$ cat src/rtl/counter_pkg.sv
// Shared definitions for the counter primitives.
//   MODE_WRAP / MODE_SATURATE : legal values of the SATURATE parameter.
//   clamp_to_modulus()        : limits a load value to the legal count range.
package counter_pkg;

    localparam int unsigned MODE_WRAP     = 0;
    localparam int unsigned MODE_SATURATE = 1;

    // Values outside 0..modulus-1 are pinned to the top of the range.
    function automatic int unsigned clamp_to_modulus(input int unsigned value,
                                                     input int unsigned modulus);
        return (value < modulus) ? value : (modulus - 1);
    endfunction

endpackage

$ cat src/rtl/dff_r.sv
// Single-bit D flip-flop with asynchronous active-low reset.
//   clock   : rising-edge clock
//   reset_n : asynchronous reset, forces q=0
//   d       : data input
//   q       : registered output
//   q_      : complement of q
module dff_r (
    input  logic clock,
    input  logic reset_n,
    input  logic d,
    output logic q,
    output logic q_
);

    logic r_q;

    always_ff @(posedge clock or negedge reset_n) begin
        if (!reset_n) begin
            r_q <= 1'b0;
        end else begin
            r_q <= d;
        end
    end

    assign q  = r_q;
    assign q_ = ~r_q;

endmodule

$ cat src/rtl/sync_updown_counter.sv
// Synchronous up/down modulo counter with load, clear, saturate and cascade outputs.
//   clock      : single rising-edge clock
//   reset_n    : asynchronous active-low reset (count=0, wrap=0)
//   clear      : synchronous clear, highest priority
//   load       : synchronous load of load_value (clamped to MODULUS-1)
//   enable     : count enable
//   up         : 1 = count up, 0 = count down
//   load_value : parallel load data
//   count      : registered count
//   count_n    : complement of count
//   terminal   : combinational carry/borrow for cascading
//   wrap       : registered one-cycle pulse after a wrap
module sync_updown_counter
    import counter_pkg::*;
#(
    parameter int unsigned WIDTH    = 4,
    parameter int unsigned MODULUS  = 16,
    parameter int unsigned SATURATE = MODE_WRAP
) (
    input  logic             clock,
    input  logic             reset_n,
    input  logic             clear,
    input  logic             enable,
    input  logic             up,
    input  logic             load,
    input  logic [WIDTH-1:0] load_value,
    output logic [WIDTH-1:0] count,
    output logic [WIDTH-1:0] count_n,
    output logic             terminal,
    output logic             wrap
);

    if (WIDTH < 1 || WIDTH > 16) begin : g_bad_width
        $error("sync_updown_counter: WIDTH must be 1..16");
    end
    if (MODULUS < 2 || MODULUS > (32'd1 << WIDTH)) begin : g_bad_modulus
        $error("sync_updown_counter: MODULUS must be 2..2**WIDTH");
    end
    if (SATURATE != MODE_WRAP && SATURATE != MODE_SATURATE) begin : g_bad_mode
        $error("sync_updown_counter: SATURATE must be 0 or 1");
    end

    localparam logic [WIDTH-1:0] MAX_COUNT = WIDTH'(MODULUS - 1);
    localparam bit               SAT_MODE  = (SATURATE == MODE_SATURATE);

    logic [WIDTH-1:0] w_count;
    logic [WIDTH-1:0] w_count_n;
    logic [WIDTH-1:0] w_next_count;
    logic             w_next_wrap;
    logic             w_wrap_q;
    logic             w_wrap_n_unused;
    logic             w_at_top;
    logic             w_at_bottom;
    logic [WIDTH-1:0] w_load_clamped;

    assign w_at_top       = (w_count == MAX_COUNT);
    assign w_at_bottom    = (w_count == '0);
    assign w_load_clamped = WIDTH'(clamp_to_modulus(32'(load_value), MODULUS));

    // Explicit bound compares make non-power-of-two moduli wrap correctly.
    always_comb begin
        w_next_count = w_count;
        w_next_wrap  = 1'b0;
        if (clear) begin
            w_next_count = '0;
        end else if (load) begin
            w_next_count = w_load_clamped;
        end else if (enable) begin
            if (up) begin
                if (!w_at_top) begin
                    w_next_count = w_count + WIDTH'(1);
                end else if (!SAT_MODE) begin
                    w_next_count = '0;
                    w_next_wrap  = 1'b1;
                end
            end else begin
                if (!w_at_bottom) begin
                    w_next_count = w_count - WIDTH'(1);
                end else if (!SAT_MODE) begin
                    w_next_count = MAX_COUNT;
                    w_next_wrap  = 1'b1;
                end
            end
        end
    end

    for (genvar i = 0; i < int'(WIDTH); i++) begin : g_count_bit
        dff_r u_dff_count (
            .clock   (clock),
            .reset_n (reset_n),
            .d       (w_next_count[i]),
            .q       (w_count[i]),
            .q_      (w_count_n[i])
        );
    end

    dff_r u_dff_wrap (
        .clock   (clock),
        .reset_n (reset_n),
        .d       (w_next_wrap),
        .q       (w_wrap_q),
        .q_      (w_wrap_n_unused)
    );

    assign count    = w_count;
    assign count_n  = w_count_n;
    assign wrap     = w_wrap_q;
    // Independent of clear/load/SATURATE so a cascade sees the raw carry/borrow.
    assign terminal = enable & (up ? w_at_top : w_at_bottom);

endmodule

$ cat config.mk
export PLATFORM = sky130hd
export DESIGN_NAME = sync_updown_counter
export DESIGN_NICKNAME = d
export VERILOG_FILES = /design/src/rtl/counter_pkg.sv /design/src/rtl/dff_r.sv /design/src/rtl/sync_updown_counter.sv
export SDC_FILE = /design/constraint.sdc
export NUM_CORES = 1
export LEC_CHECK = 0
export ABC_AREA = 1
export CAP_MARGIN = 20
export CORE_MARGIN = 8
export CORE_UTILIZATION = 30
export DETAILED_ROUTE_END_ITERATION = 16
export PLACE_DENSITY = 0.62
export SLEW_MARGIN = 20
export SYNTH_ARGS = -nofsm -noshare
export SYNTH_HDL_FRONTEND = slang
export SYNTH_SLANG_ARGS = --single-unit
$ cat constraint.sdc
create_clock -name clock -period 1.8 [get_ports clock]
set_clock_uncertainty 0.1 [all_clocks]
set_input_delay 0.36 -clock clock [delete_from_list [all_inputs] [get_ports clock]]
set_output_delay 0.36 -clock clock [all_outputs]
set_load 0.03 [all_outputs]
* Word-level counts from Yosys, hierarchy flattened
Index checks and enable logic that the tools add are counted.
Word-level totals: word-level logic and storage cells 28, register bits 5, output and inout port bits 10, bits of input ports 10
Operators by class: equal/unequal tests 1, mux-type cells 13, add/sub/neg operators 2, bitwise gates (word level) 5, reductions and logical operators 2
Operator list (number):
- two-way mux 4 bit | 6
- two-way mux 1 bit | 7
- adder 4 x 1 -> 4 bit (second input constant) | 1
- equality test 4 bit (second input constant) | 1
- logical NOT 4 bit | 1
- inverter 1 bit | 4
- subtractor 4 x 1 -> 4 bit (second input constant) | 1
- nonzero test 3 bit | 1
- bitwise AND 1 bit | 1

* Longest topological paths before layout
depth after elaboration 6, mapped depth 10, mapped depth without buffers 10

* Hierarchy
A second synthesis with hierarchy kept.
Unflattened totals: cells, all modules 66, area, all modules 407.9 um2
Modules (own cells, without submodules):
- sync_updown_counter | times used 1, cells an instance 56, seq. area each 0.0 um2, area an instance 264.0 um2
- dff_r | times used 5, cells an instance 2, seq. area each 25.0 um2, area an instance 28.8 um2

* Worst setup path after synthesis
OpenSTA, ideal clock, no wires.
kind register to output, start register g_count_bit[0].u_dff_count.r_q, end output terminal, buffers on the path 0, stages on the path, launching flop included 7, data arrival time 1.152 ns, path slack 0.188 ns, data required time 1.340 ns, path through dfrtp_1 > inv_1 > ha_1 > nand2_2 > nand2_2 > nand3_1 > inv_1
On the way: word-level cells in the longest chain between the ends 3, elaborated cells on any way between the ends 4, classes of those cells eq/ne (1); mux (1); bitwise (1); reduce/logical (1)
RTL lines:
- from (decl) | RTL line dff_r.sv:15 | logic r_q;
- from (signal assigned) | RTL line dff_r.sv:19 | r_q <= 1'b0;
- from (signal assigned) | RTL line dff_r.sv:21 | r_q <= d;
- equality test 4 bit / logical NOT 4 bit (equally long branches) | RTL line sync_updown_counter.sv:56, sync_updown_counter.sv:57
- two-way mux 1 bit * | RTL line sync_updown_counter.sv:109 | assign terminal = enable & (up ? w_at_top : w_at_bottom);
- bitwise AND 1 bit * | RTL line sync_updown_counter.sv:109
- to (decl) | RTL line sync_updown_counter.sv:29 | output logic terminal,
Mark *: on every way between the ends. The rest lies on a longest branch, timed or not.

* Worst setup path in the final report
Ends and elaborated chain as after synthesis.

==> results.yml <==
outcome:
  status: "finished, violations left"
  failed_checks: "negative setup slack"
logic_synthesis:
  synthDistinctLibCells: 19
  synth-seq-area-share_pct: 24.8
  synth_edf_count: 0
  synth-async-reset-ratio_pct: 100
  yosysMostFrequentCell: "sky130_fd_sc_hd__nand2_1"
  netlist.area_leader.share_pct: 24.8
  synth.ff_latch_count: 5
  synth_top_cells_by_area: "sky130_fd_sc_hd__dfrtp_1 (25%), sky130_fd_sc_hd__buf_4 (12%), sky130_fd_sc_hd__nand2_1 (9.7%), sky130_fd_sc_hd__ha_1 (7.4%), sky130_fd_sc_hd__inv_1 (6.0%)"
  yosys_warnings: 0
  synth_fp_nets: 84
  synth_cells: 71
  synthDominantAreaCellType: "sky130_fd_sc_hd__dfrtp_1"
  netlist_area_um2: 504
  synth.avg_cell_area_um2: 7.10
  synth_common_cells: "sky130_fd_sc_hd__nand2_1 (13), sky130_fd_sc_hd__buf_4 (8), sky130_fd_sc_hd__inv_1 (8)"
  synth_flop_cell: "sky130_fd_sc_hd__dfrtp_1"
die:
  ios: 20
  floorplan.initialDensity_pct: 30.5
  dieWidth_um: 57.0
  placement_rows: 15
  floorplan.die_area_um2: 3250
  floorplan.die.height_um: 57.0
  core_area_um2: 1650
placed_design:
  routabilityCongestion: 0.838
  numPlacedInstances: 105
  port-buffer-count: 19
  pre_cts_slack_ns: 0.0332
  place_hpwl_um: 1050
power_and_ir_drop:
  total_power_w: 0.000498
  cellPowerDensity_nw_per_um2: 653
  power.static_leakage_nw: 0.393
  vdd_ir_drop_max_mv: 0.348
clock_network:
  cts_root_buf: "sky130_fd_sc_hd__clkbuf_4"
  clk_path_buf_depth: 2
  tritoncts_num_sinks: 5
  numCtsBuffers: 3
  cts_hold_buffers: 0
  tritoncts: "yes"
  clock_transition_at_path_regs_ns: 0.04
  clk-insertion-delay-late_ns: 0.24
  cts_htree_levels: 1
run:
  max_cap_violations: 0
route:
  dr_wl_met3_um: 141
  routed_wl_um: 1360
  drtIter0Drc: 13
  route.vias.total: 505
  maxUsedRoutingLayer: "met4"
  drc: 0
  met2_routed_length_um: 553
  wl_per_cell_um: 12.2
  detail_route.wirelength.met1_um: 620
  firstDrtPassIters: 4
  ant_nets: 0
  drt-vias-per-instance: 4.55
timing:
  maxSlewHeadroom_pct: 78.5
  hold_violations: 0
  grt_setup_unrepaired: "true"
  post-route-period-util_pct: 100
  setup_viol_count_final: 1
  tightestPinTransition_ns: 0.321
  slew_viol_final: 0
  fmax_mhz: 554
  finalWorstPathRequiredPeriod_ns: 1.81
  post-route-worst-setup-slack_ns: -0.00577
grt:
  number_of_antenna_violations_at_the_first_check_in_global_routing: 0
  globalRoute.totalOverflow: 0
  all_layer_gr_usage_pct: 8.62
  maximum_number_of_pins_on_one_net_before_global_route_repair: 10
  grt_first_pass_wirelength_um: 2170
  grt_pass1_vias: 466
worst_hold_path:
  timing.hold.worst.class: "input pin to asynchronous set/reset pin"
cells_and_area:
  layout_overhead_on_the_synthesized_area_pct: 51.1
  layout.nets: 108
  post_layout_nonfiller_instances: 111
  final_layout_size_suffix_gt1_share_pct: 35.1
  layout.core_utilization_pct: 46.1
  diodes: 0
worst_setup_path:
  timing.critical_path.depth: 7
  critical-path-max-stage-delay_ns: 0.46
  worst_setup_path_category: "register to output pin"
  category_of_the_worst_setup_path_capture_point: "output pin"
  cp_max_fo: 6
  largest_delay_share_family_worst_path: "flip-flops"
  timing.critical_path.from_type: "register"
  crit_chain: "inv_2 > ha_1 > nand2_2 > nand2_4 > nand3_2 > inv_2 > buf_6"
  cp.buffers_inverters: 3
  critical_path_required_ns: 1.34
  cp_most_frequent_cell: "sky130_fd_sc_hd__inv_2"
  worst_r2r_path_depth: 8
  cp.arrival_ns: 1.35
  cell_with_the_largest_stage_delay_on_the_worst_path: "sky130_fd_sc_hd__dfrtp_2"
## layer usage
| layer | up-vias | GRT usage (%) |
|---|---|---|
| met3 | 5 | 4.21 |
| met1 | 216 | 10.0 |
| li1 | 265 | - |
| met2 | 19 | 11.5 |
| met4 | 0 | 7.05 |
| met5 | - | 0 |
## repair_timing
action,in CTS,in global routing
pin swaps,0,0
setup buffers,0,2
resized for setup,9,8
setup endpoints to repair,6,2
## worst register-to-register path: cells and delay by family (launching register included)
kind / cells / cell delay, ns
and+or+nand+nor: 3 / 0.16
adders and majority gates: 1 / 0.20
DFF: 1 / 0.45
xor gates and xnor gates: 1 / 0.16
buffers and inverters: 2 / 0.21
AOI/OAI and AO/OA: 1 / 0.14
## path summary, 6_finish.rpt
path / endpoint / slack (ns) / from
worst max-delay path: terminal / -0.006 / g_count_bit[0].u_dff_count.q$_DFFE_PN0P_
worst min-delay path: g_count_bit[3].u_dff_count.q$_DFFE_PN0P_ / 0.23 / reset_n
worst max register to register: g_count_bit[2].u_dff_count.q$_DFFE_PN0P_ / 0.29 / g_count_bit[0].u_dff_count.q$_DFFE_PN0P_
worst min register to register: g_count_bit[1].u_dff_count.q$_DFFE_PN0P_ / 0.51 / g_count_bit[1].u_dff_count.q$_DFFE_PN0P_
max in group asynchronous: g_count_bit[0].u_dff_count.q$_DFFE_PN0P_ / 1.17 / reset_n
min in group clock: g_count_bit[1].u_dff_count.q$_DFFE_PN0P_ / 0.51 / g_count_bit[1].u_dff_count.q$_DFFE_PN0P_
## state kept, by name, summed over array words and instances, names as in the netlist
signal,cells
g_count_bit.u_dff_count.q,4
u_dff_wrap.q,1
## through the flow
stage           TNS, ns  hold WS, ns  area (µm²)
3_3_place_gp          0        0.489         689
2_1_floorplan         0      -0.0356         504
3_5_place_dp          0        0.497         689
4_1_cts         -0.0612        0.232         721
6_report       -0.00577        0.230         762
5_1_grt          -0.112        0.241         762
## placed cells by master (no fill, tap or decap)
cell type	instances
sky130_fd_sc_hd__inv_1	5
sky130_fd_sc_hd__ha_4	1
sky130_fd_sc_hd__inv_2	6
sky130_fd_sc_hd__dfrtp_2	1
sky130_fd_sc_hd__dfrtp_1	4
sky130_fd_sc_hd__nor2_4	2
sky130_fd_sc_hd__buf_6	2
sky130_fd_sc_hd__nand2_1	13
sky130_fd_sc_hd__dlygate4sd2_1	5
sky130_fd_sc_hd__ha_1	2
sky130_fd_sc_hd__dlymetal6s2s_1	1
sky130_fd_sc_hd__nand3_2	1
sky130_fd_sc_hd__nand2_4	1
sky130_fd_sc_hd__nor2_1	6
sky130_fd_sc_hd__buf_4	10
sky130_fd_sc_hd__o2111ai_1	1
sky130_fd_sc_hd__clkdlybuf4s50_1	10
sky130_fd_sc_hd__a21oi_1	2
sky130_fd_sc_hd__o21ai_1	1
sky130_fd_sc_hd__nand4_1	1
sky130_fd_sc_hd__xor2_1	1
sky130_fd_sc_hd__nor3_2	2
sky130_fd_sc_hd__nand2_2	3
sky130_fd_sc_hd__o21ai_0	3
sky130_fd_sc_hd__o21ai_2	1
sky130_fd_sc_hd__clkbuf_4	3
sky130_fd_sc_hd__nand3_1	4
sky130_fd_sc_hd__o22ai_1	1
sky130_fd_sc_hd__clkbuf_1	1
## cell type report
| class | instances | area, µm² |
|---|---|---|
| timing repair buffer | 28 | 254 |
| fill | 177 | 890 |
| inverter | 11 | 41.3 |
| sequential | 5 | 126 |
| multi-input combinational | 46 | 293 |
| clock buffer | 4 | 26.3 |
| tap | 17 | 21.3 |
## power breakdown
| group | internal [W] | total, W | switching [W] |
|---|---|---|---|
| registers | 0.000123 | 0.000133 | 0.0000106 |
| clock network | 0.0000838 | 0.000130 | 0.0000465 |
| logic | 0.000100 | 0.000234 | 0.000134 |
| total | 0.000307 | 0.000498 | 0.000191 |
## kinds of logic after synthesis
logic type / count (synthesis) / synth area share (%)
buffers and inverters: 20 / 22.3
adders and majority gates: 3 / 7.44
DFF: 5 / 24.8
AOI/OAI and AO/OA: 9 / 9.93
and+or+nand+nor: 33 / 33.7
xor gates and xnor gates: 1 / 1.74
Power figures use the tool's default switching activity.
